### src/rtl/change_dispenser.sv
// Change/refund hopper sequencer: pays out a Q1 amount greedily (1-yuan coins first,
// then 0.5-yuan), one eject at a time, waiting for each drop confirmation.
module change_dispenser #(
   parameter int TIMEOUT_CYC   = 1000,
   parameter int INIT_STOCK_1  = 20,
   parameter int INIT_STOCK_05 = 20
) (
   input  logic       clk,
   input  logic       rst_n,
   input  logic       start,
   input  logic [5:0] amount,
   input  logic       refill,
   input  logic       drop_1,
   input  logic       drop_05,
   output logic       eject_1,
   output logic       eject_05,
   output logic       busy,
   output logic       done,
   output logic       error,
   output logic [5:0] remain,
   output logic [7:0] stock_1,
   output logic [7:0] stock_05
);

   localparam int            TW     = (TIMEOUT_CYC > 1) ? $clog2(TIMEOUT_CYC) : 1;
   localparam logic [TW-1:0] T_LAST = TW'(TIMEOUT_CYC - 1);
   localparam logic [7:0]    S1_INIT  = 8'(INIT_STOCK_1);
   localparam logic [7:0]    S05_INIT = 8'(INIT_STOCK_05);

   typedef enum logic [2:0] {
      S_IDLE,
      S_SELECT,
      S_EJ1,
      S_EJ05,
      S_WAIT1,
      S_WAIT05
   } state_t;

   state_t        state_q;
   logic [TW-1:0] timer_q;
   logic [5:0]    remain_q;
   logic [7:0]    stock_1_q;
   logic [7:0]    stock_05_q;
   logic          eject_1_q;
   logic          eject_05_q;
   logic          busy_q;
   logic          done_q;
   logic          error_q;

   // Outputs are registered alongside the state so every pulse lines up with the
   // state it belongs to (eject in EJx, done/error in the first IDLE cycle).
   always_ff @(posedge clk or negedge rst_n) begin
      if (!rst_n) begin
         // NOTE: sequential state uses non-blocking assignments only, and every
         // register, stock included, gets an explicit reset value.
         state_q    <= S_IDLE;
         timer_q    <= '0;
         remain_q   <= '0;
         stock_1_q  <= S1_INIT;
         stock_05_q <= S05_INIT;
         eject_1_q  <= 1'b0;
         eject_05_q <= 1'b0;
         busy_q     <= 1'b0;
         done_q     <= 1'b0;
         error_q    <= 1'b0;
      end else begin
         eject_1_q  <= 1'b0;
         eject_05_q <= 1'b0;
         done_q     <= 1'b0;
         error_q    <= 1'b0;

         unique case (state_q)
            S_IDLE: begin
               if (start) begin
                  remain_q <= amount;
                  state_q  <= S_SELECT;
                  busy_q   <= 1'b1;
               end else if (refill) begin
                  stock_1_q  <= S1_INIT;
                  stock_05_q <= S05_INIT;
               end
            end

            S_SELECT: begin
               if (remain_q == 6'd0) begin
                  state_q <= S_IDLE;
                  busy_q  <= 1'b0;
                  done_q  <= 1'b1;
               end else if (remain_q >= 6'd2 && stock_1_q != 8'd0) begin
                  state_q   <= S_EJ1;
                  eject_1_q <= 1'b1;
               end else if (stock_05_q != 8'd0) begin
                  state_q    <= S_EJ05;
                  eject_05_q <= 1'b1;
               end else begin
                  state_q <= S_IDLE;
                  busy_q  <= 1'b0;
                  error_q <= 1'b1;
               end
            end

            S_EJ1: begin
               timer_q <= '0;
               state_q <= S_WAIT1;
            end

            S_EJ05: begin
               timer_q <= '0;
               state_q <= S_WAIT05;
            end

            // A drop on the final timer count still counts as a confirmation.
            S_WAIT1: begin
               if (drop_1) begin
                  remain_q  <= remain_q - 6'd2;
                  stock_1_q <= stock_1_q - 8'd1;
                  state_q   <= S_SELECT;
               end else if (timer_q == T_LAST) begin
                  state_q <= S_IDLE;
                  busy_q  <= 1'b0;
                  error_q <= 1'b1;
               end else begin
                  timer_q <= timer_q + 1'b1;
               end
            end

            S_WAIT05: begin
               if (drop_05) begin
                  remain_q   <= remain_q - 6'd1;
                  stock_05_q <= stock_05_q - 8'd1;
                  state_q    <= S_SELECT;
               end else if (timer_q == T_LAST) begin
                  state_q <= S_IDLE;
                  busy_q  <= 1'b0;
                  error_q <= 1'b1;
               end else begin
                  timer_q <= timer_q + 1'b1;
               end
            end

            default: begin
               state_q <= S_IDLE;
               busy_q  <= 1'b0;
            end
         endcase
      end
   end

   assign eject_1  = eject_1_q;
   assign eject_05 = eject_05_q;
   assign busy     = busy_q;
   assign done     = done_q;
   assign error    = error_q;
   assign remain   = remain_q;
   assign stock_1  = stock_1_q;
   assign stock_05 = stock_05_q;

endmodule

### config.mk
export PLATFORM = sky130hd
export DESIGN_NAME = change_dispenser
export DESIGN_NICKNAME = d
export VERILOG_FILES = /design/src/rtl/change_dispenser.sv
export SDC_FILE = /design/constraint.sdc
export NUM_CORES = 1
export LEC_CHECK = 0
export ABC_AREA = 1
export BUFFER_PORTS_ARGS = -buffer_cell sky130_fd_sc_hd__buf_2
export CORE_MARGIN = 2
export CORE_UTILIZATION = 40
export DETAILED_ROUTE_END_ITERATION = 8
export GPL_TIMING_DRIVEN = 0
export PLACE_DENSITY = 0.69
export SLEW_MARGIN = 25
export SYNTH_ARGS = -nofsm -noshare
export SYNTH_HDL_FRONTEND = slang
export SYNTH_SLANG_ARGS = --single-unit
### constraint.sdc
create_clock -name clk -period 3.8 [get_ports clk]
set_input_delay 0.57 -clock clk [delete_from_list [all_inputs] [get_ports clk]]
set_output_delay 0.57 -clock clk [all_outputs]
set_load 0.02 [all_outputs]
# Word-level counts from Yosys, hierarchy flattened
# Cells that the tools add are included.
[totals]
input_bits = 12
register_bits = 40
[op_classes]
n_eq_ne = 15
mux = 46
add_sub_neg = 5
magnitude_cmp = 1
bitwise_logic = 1
n_reduce_logical = 15
[op_table]
columns = ["cell", "n"]
rows = [
  ["$mux 8", 4],
  ["$pmux 8 s2", 2],
  ["$mux 10", 3],
  ["$pmux 10 s3", 1],
  ["$mux 1", 22],
  ["$mux 6", 3],
  ["$pmux 3 s6", 1],
  ["$pmux 6 s3", 1],
  ["$reduce_bool 8->1", 2],
  ["$sub 8x1->8 const B", 2],
  ["$ne 2x2->1 const B", 7],
  ["$mux 3", 4],
  ["$reduce_and 4->1", 3],
  ["$add 10x1->10 const B", 1],
  ["$eq 10x10->1 const B", 1],
  ["$eq 3x2->1 const B", 2],
  ["$eq 3x3->1 const B", 2],
  ["$ge 6x2->1 const B", 1],
  ["$logic_not 6->1", 1],
  ["$mux 2", 3],
  ["$ne 3x3->1 const B", 2],
  ["$reduce_and 6->1", 1],
  ["$reduce_bool 3->1", 2],
  ["$sub 6x1->6 const B", 1],
  ["other kinds (10)", 11],
]

# Depth between registers and ports, before layout
[depth]
depth_word = 5
mapped_depth = 11
mapped_depth_nobuf = 11

# Worst setup path before layout
# No wires, ideal clock.
[synth_path]
kind = "register to register"
startpoint = "reg stock_1_q[0], in the netlist stock_1[0]"
endpoint = "reg busy_q, in the netlist busy"
setup_ns = 0.119
arrival_time_ns = 1.407
slack_ns = 2.274
path_stages_with_launch = 12
period_less_slack_ns = 1.526
path_cell_list = "dfrtp_1 -> inv_1 -> ha_1 -> inv_1 -> nor2_1 -> nand2_1 -> nand2_1 -> nor2_1 -> nor2_1 -> nand2_1 -> nand2_1 -> nand2_1"
[synth_between]
elab_chain_cells = 4
[synth_lines]
columns = ["element", "line", "source"]
rows = [
  ["start: declaration", "42", "logic [7:0] stock_1_q;"],
  ["start signal: assignment", "116", "stock_1_q <= stock_1_q - 8'd1;"],
  ["$reduce_bool 8->1", "89", "end else if (remain_q >= 6'd2 && stock_1_q != 8'd0) begin"],
  ["$logic_and 1x1->1", "89", ""],
  ["$ne 3x3->1 (no line)", "--", ""],
  ["$reduce_and 6->1 (no line)", "--", ""],
  ["end signal: assignment", "87", "busy_q <= 1'b0;"],
  ["end signal: assignment", "97", "busy_q <= 1'b0;"],
  ["end signal: assignment", "120", "busy_q <= 1'b0;"],
  ["end: declaration", "46", "logic busy_q;"],
]
# No other way between the ends.
# A chain may end at the register's enable or synchronous reset.

# Worst setup path in the final report
[layout_path]
startpoint = "reg timer_q[0]"
endpoint = "reg timer_q[8]"
[layout_between]
elab_chain_cells = 4
word_cells_on_any_way = 6
classes_between = "add/sub (1); eq/ne (1); mux (4)"
[layout_lines]
columns = ["element", "line", "source"]
rows = [
  ["start: declaration", "40", "logic [TW-1:0] timer_q;"],
  ["start signal: assignment", "123", "timer_q <= timer_q + 1'b1;"],
  ["start signal: assignment", "137", "timer_q <= timer_q + 1'b1;"],
  ["$add 10x1->10 / $eq 10x10->1 (equally long branches)", "--", ""],
  ["$mux 10 *", "118, 132", ""],
  ["$mux 10, on equally long branches", "128, 114", ""],
  ["$pmux 10 s3 *", "72", "unique case (state_q)"],
]
# Mark *: on every way between the ends. The rest lies on a longest branch, timed or not. The select of a mux whose other input is x is not followed.

==> results.json <==
{
  "status": "finished clean",
  "cpPeakStageDelay_ns": 0.39,
  "final_cells": 465,
  "required_ns": 3.98,
  "synth_area_leaders": "dfrtp_1 (36%), nand2_1 (13%), nand3_1 (6.9%), inv_1 (6.6%), nor2_1 (5.5%)",
  "rsz0062_at_grt": "no",
  "cp_cell_sequence": "ha_1 -> nand2_1 -> nor2_1 -> nand3_1 -> nand2_1 -> inv_2 -> nand2_4 -> nand2_2 -> buf_6 -> nand2_1 -> o21ai_2",
  "layout_min_cycle_time_ns": 1.668,
  "p_per_area_nw_per_um2": 835.6,
  "end_kind": "flop",
  "ant_nets": 0,
  "start_util_pct": 42.08,
  "drive_above_1_share_pct": 20.26,
  "maxCapViolCount": 0,
  "grt_max_degree": 41,
  "arrival_ns": 1.85,
  "met2_length_um": 2747,
  "dp.cells": 457,
  "maxSlewHeadroom_pct": 64.97,
  "gp_congestion": 0.8634,
  "dr_total_vias": 2282,
  "leakage_nw": 1.548,
  "fmax_mhz": 599.3,
  "synth_area_um2": 2521,
  "hold_viol": 0,
  "io_pins": 39,
  "hold_slack_ns": 0.2499,
  "regArea_um2": 1006,
  "synth_top_area_share_pct": 35.73,
  "tns_ns": 0,
  "crit_top_cell": "nand2_1",
  "first_pass_iters": 4,
  "holdBufCountCts": 0,
  "synth.net_count": 363,
  "cts.sinks": 40,
  "met1_length_um": 2696,
  "crit_buf_inv": 2,
  "hp-class": "input pin to async pin",
  "fin_crit_sh_pct": 43.91,
  "yosys.area.top_type": "dfrtp_1",
  "antenna_found_initial": 0,
  "critical-path-top-delay-family": "simple AND/OR/NAND/NOR gates",
  "io_buffers": 38,
  "yosysSeqAreaShare_pct": 39.90,
  "start_kind": "flop",
  "die_w_um": 83.39,
  "avgSynthCellArea_um2": 7.329,
  "cts_tree": "built",
  "ys_ff_latch": 40,
  "grt_overflow": 0,
  "multi_input_area_um2": 1284,
  "clockBufferDepth": 2,
  "setup_slack_ns": 2.132,
  "synthCells": 344,
  "routed.top_layer": "met4",
  "grt_pass1_wl_um": 10260,
  "insertion_delay_ns": 0.30,
  "slew_viol_final": 0,
  "place_hpwl_um": 4200,
  "insertedDiodeCount": 0,
  "post-place-ws_ns": 2.100,
  "path_depth": 11,
  "areaGrowthSynthToFinish_pct": 15.04,
  "grt_usage_pct": 17.94,
  "fill_cells": 588,
  "cp_max_fo": 10,
  "via_per_inst": 4.908,
  "ys_types": 34,
  "rows": 28,
  "h-tree-depth": 2,
  "die_h_um": 83.39,
  "drt-initial-drc-count": 121,
  "path_clk_slew_ns": 0.08,
  "ys_warn_count": 0,
  "cts-resized-gates": 0,
  "crit_type": "flop to flop",
  "finClkSkew_ns": 0.009008,
  "numCtsBuffers": 5,
  "wirelength_um": 5721,
  "core_region_area_um2": 5991,
  "setup_viol_count_final": 0,
  "tightest_slew_ns": 0.5255,
  "route.detailed.drc": 0,
  "r2r_cells": 11,
  "wl_per_cell_um": 12.30,
  "max-vdd-ir-drop_mv": 0.3157,
  "reg2reg_slack_ns": 2.13,
  "power_mw": 2.423,
  "grt_pass1_vias": 2289,
  "cts_setup_buffers": 0,
  "dieArea_um2": 6954,
  "cts_root_buf": "clkbuf_8",
  "fin_nets": 408,
  "crit_slowest_cell": "dfrtp_1",
  "wl_met3_um": 193
}
-- registers in the layout (all words and copies together), names as in the netlist --
name      flops
busy          1
done          1
eject_05      1
eject_1       1
error         1
remain        6
state_q       3
stock_05      8
stock_1       8
timer_q      10
-- worst reg2reg max path, cell delays in order (launching register included) --
cell	delay, ns
dfrtp_1	0.39
ha_1	0.20
nand2_1	0.12
nor2_1	0.12
nand3_1	0.11
nand2_1	0.11
inv_2	0.05
nand2_4	0.11
nand2_2	0.07
buf_6	0.15
nand2_1	0.07
o21ai_2	0.05
-- power breakdown --
group / internal, mW / switching, mW
sequential: 0.584 / 0.145
combinational: 0.469 / 0.928
clock: 0.145 / 0.152
-- cells in the mapped netlist (all sizes together) --
| cell type | instances |
|---|---|
| nor3 | 5 |
| dfrtp | 36 |
| o21bai | 1 |
| o21ai | 30 |
| nor4 | 1 |
| nand2 | 90 |
| xnor2 | 2 |
| o221ai | 1 |
| nor3b | 1 |
| o22ai | 3 |
| and2 | 1 |
| nor2 | 39 |
| inv | 54 |
| nand3b | 1 |
| nand4 | 6 |
| ha | 7 |
| xor2 | 12 |
| a21oi | 6 |
| o211ai | 2 |
| dfstp | 4 |
| nand3 | 36 |
| buf | 4 |
| or2 | 2 |
-- path summary, 6_finish.rpt --
check / startpoint / to
setup / recovery: timer_q[0]$_DFFE_PN0P_ / timer_q[8]$_DFFE_PN0P_
hold / removal: rst_n / error$_DFF_PN0_
setup reg to reg: timer_q[0]$_DFFE_PN0P_ / timer_q[8]$_DFFE_PN0P_
hold reg to reg: busy$_DFFE_PN0P_ / busy$_DFFE_PN0P_
max in group asynchronous: rst_n / stock_05[4]$_DFFE_PN1P_
min in group clk: busy$_DFFE_PN0P_ / busy$_DFFE_PN0P_
-- per-layer routing --
layer  global-route usage [%]  up-vias
li1                         -     1191
met1                    22.28     1043
met2                    30.43       39
met3                    3.678        9
met4                    7.154        0
met5                        0        -
-- per-stage QoR --
stage | area (um2) | util (%)
floorplan | 2521 | -
global placement | 2805 | 46.83
detailed placement | 2805 | 46.83
CTS | 2898 | 48.37
global route | 2900 | 48.41
finish | 2900 | 48.41
-- cells in the final DEF (no fill, tap or decap), types with 2 or more instances in the layout --
cell	instances
a21oi_1	4
nand2_1	85
nor2_1	37
nor3_1	5
ha_1	7
nand4_1	6
xor2_1	12
clkinv_2	2
o21ai_0	13
clkbuf_8	6
o211ai_1	2
nor2_4	2
nand2_2	3
dfrtp_1	36
o21ai_1	14
o21ai_2	3
buf_2	39
nand2_4	2
xnor2_1	2
dfstp_2	4
nand3_1	35
or2_2	2
o22ai_1	3
inv_2	10
inv_1	44
buf_4	2
-- logic make-up (layout without fill, tap and decap cells) --
| group | Yosys count | after routing | synth area share, % |
|---|---|---|---|
| and+or+nand+nor | 182 | 182 | 32.41 |
| buffers and inverters | 58 | 104 | 9.181 |
| AOI/OAI and AO/OA | 43 | 43 | 10.17 |
| DFF | 40 | 40 | 39.90 |
| xor gates and xnor gates | 14 | 14 | 4.864 |
| adders and majority gates | 7 | 7 | 3.474 |
-- final cells by class --
type	count	share of cell area (%)
multi-input combinational	246	44.26
sequential	40	34.68
inverter	54	6.989
timing repair buffer	38	6.644
tap	75	3.236
clock buffer	6	2.847
buffer	4	0.9922
clock inverter	2	0.3451
No activity file was read; power rests on OpenSTA's default activity.
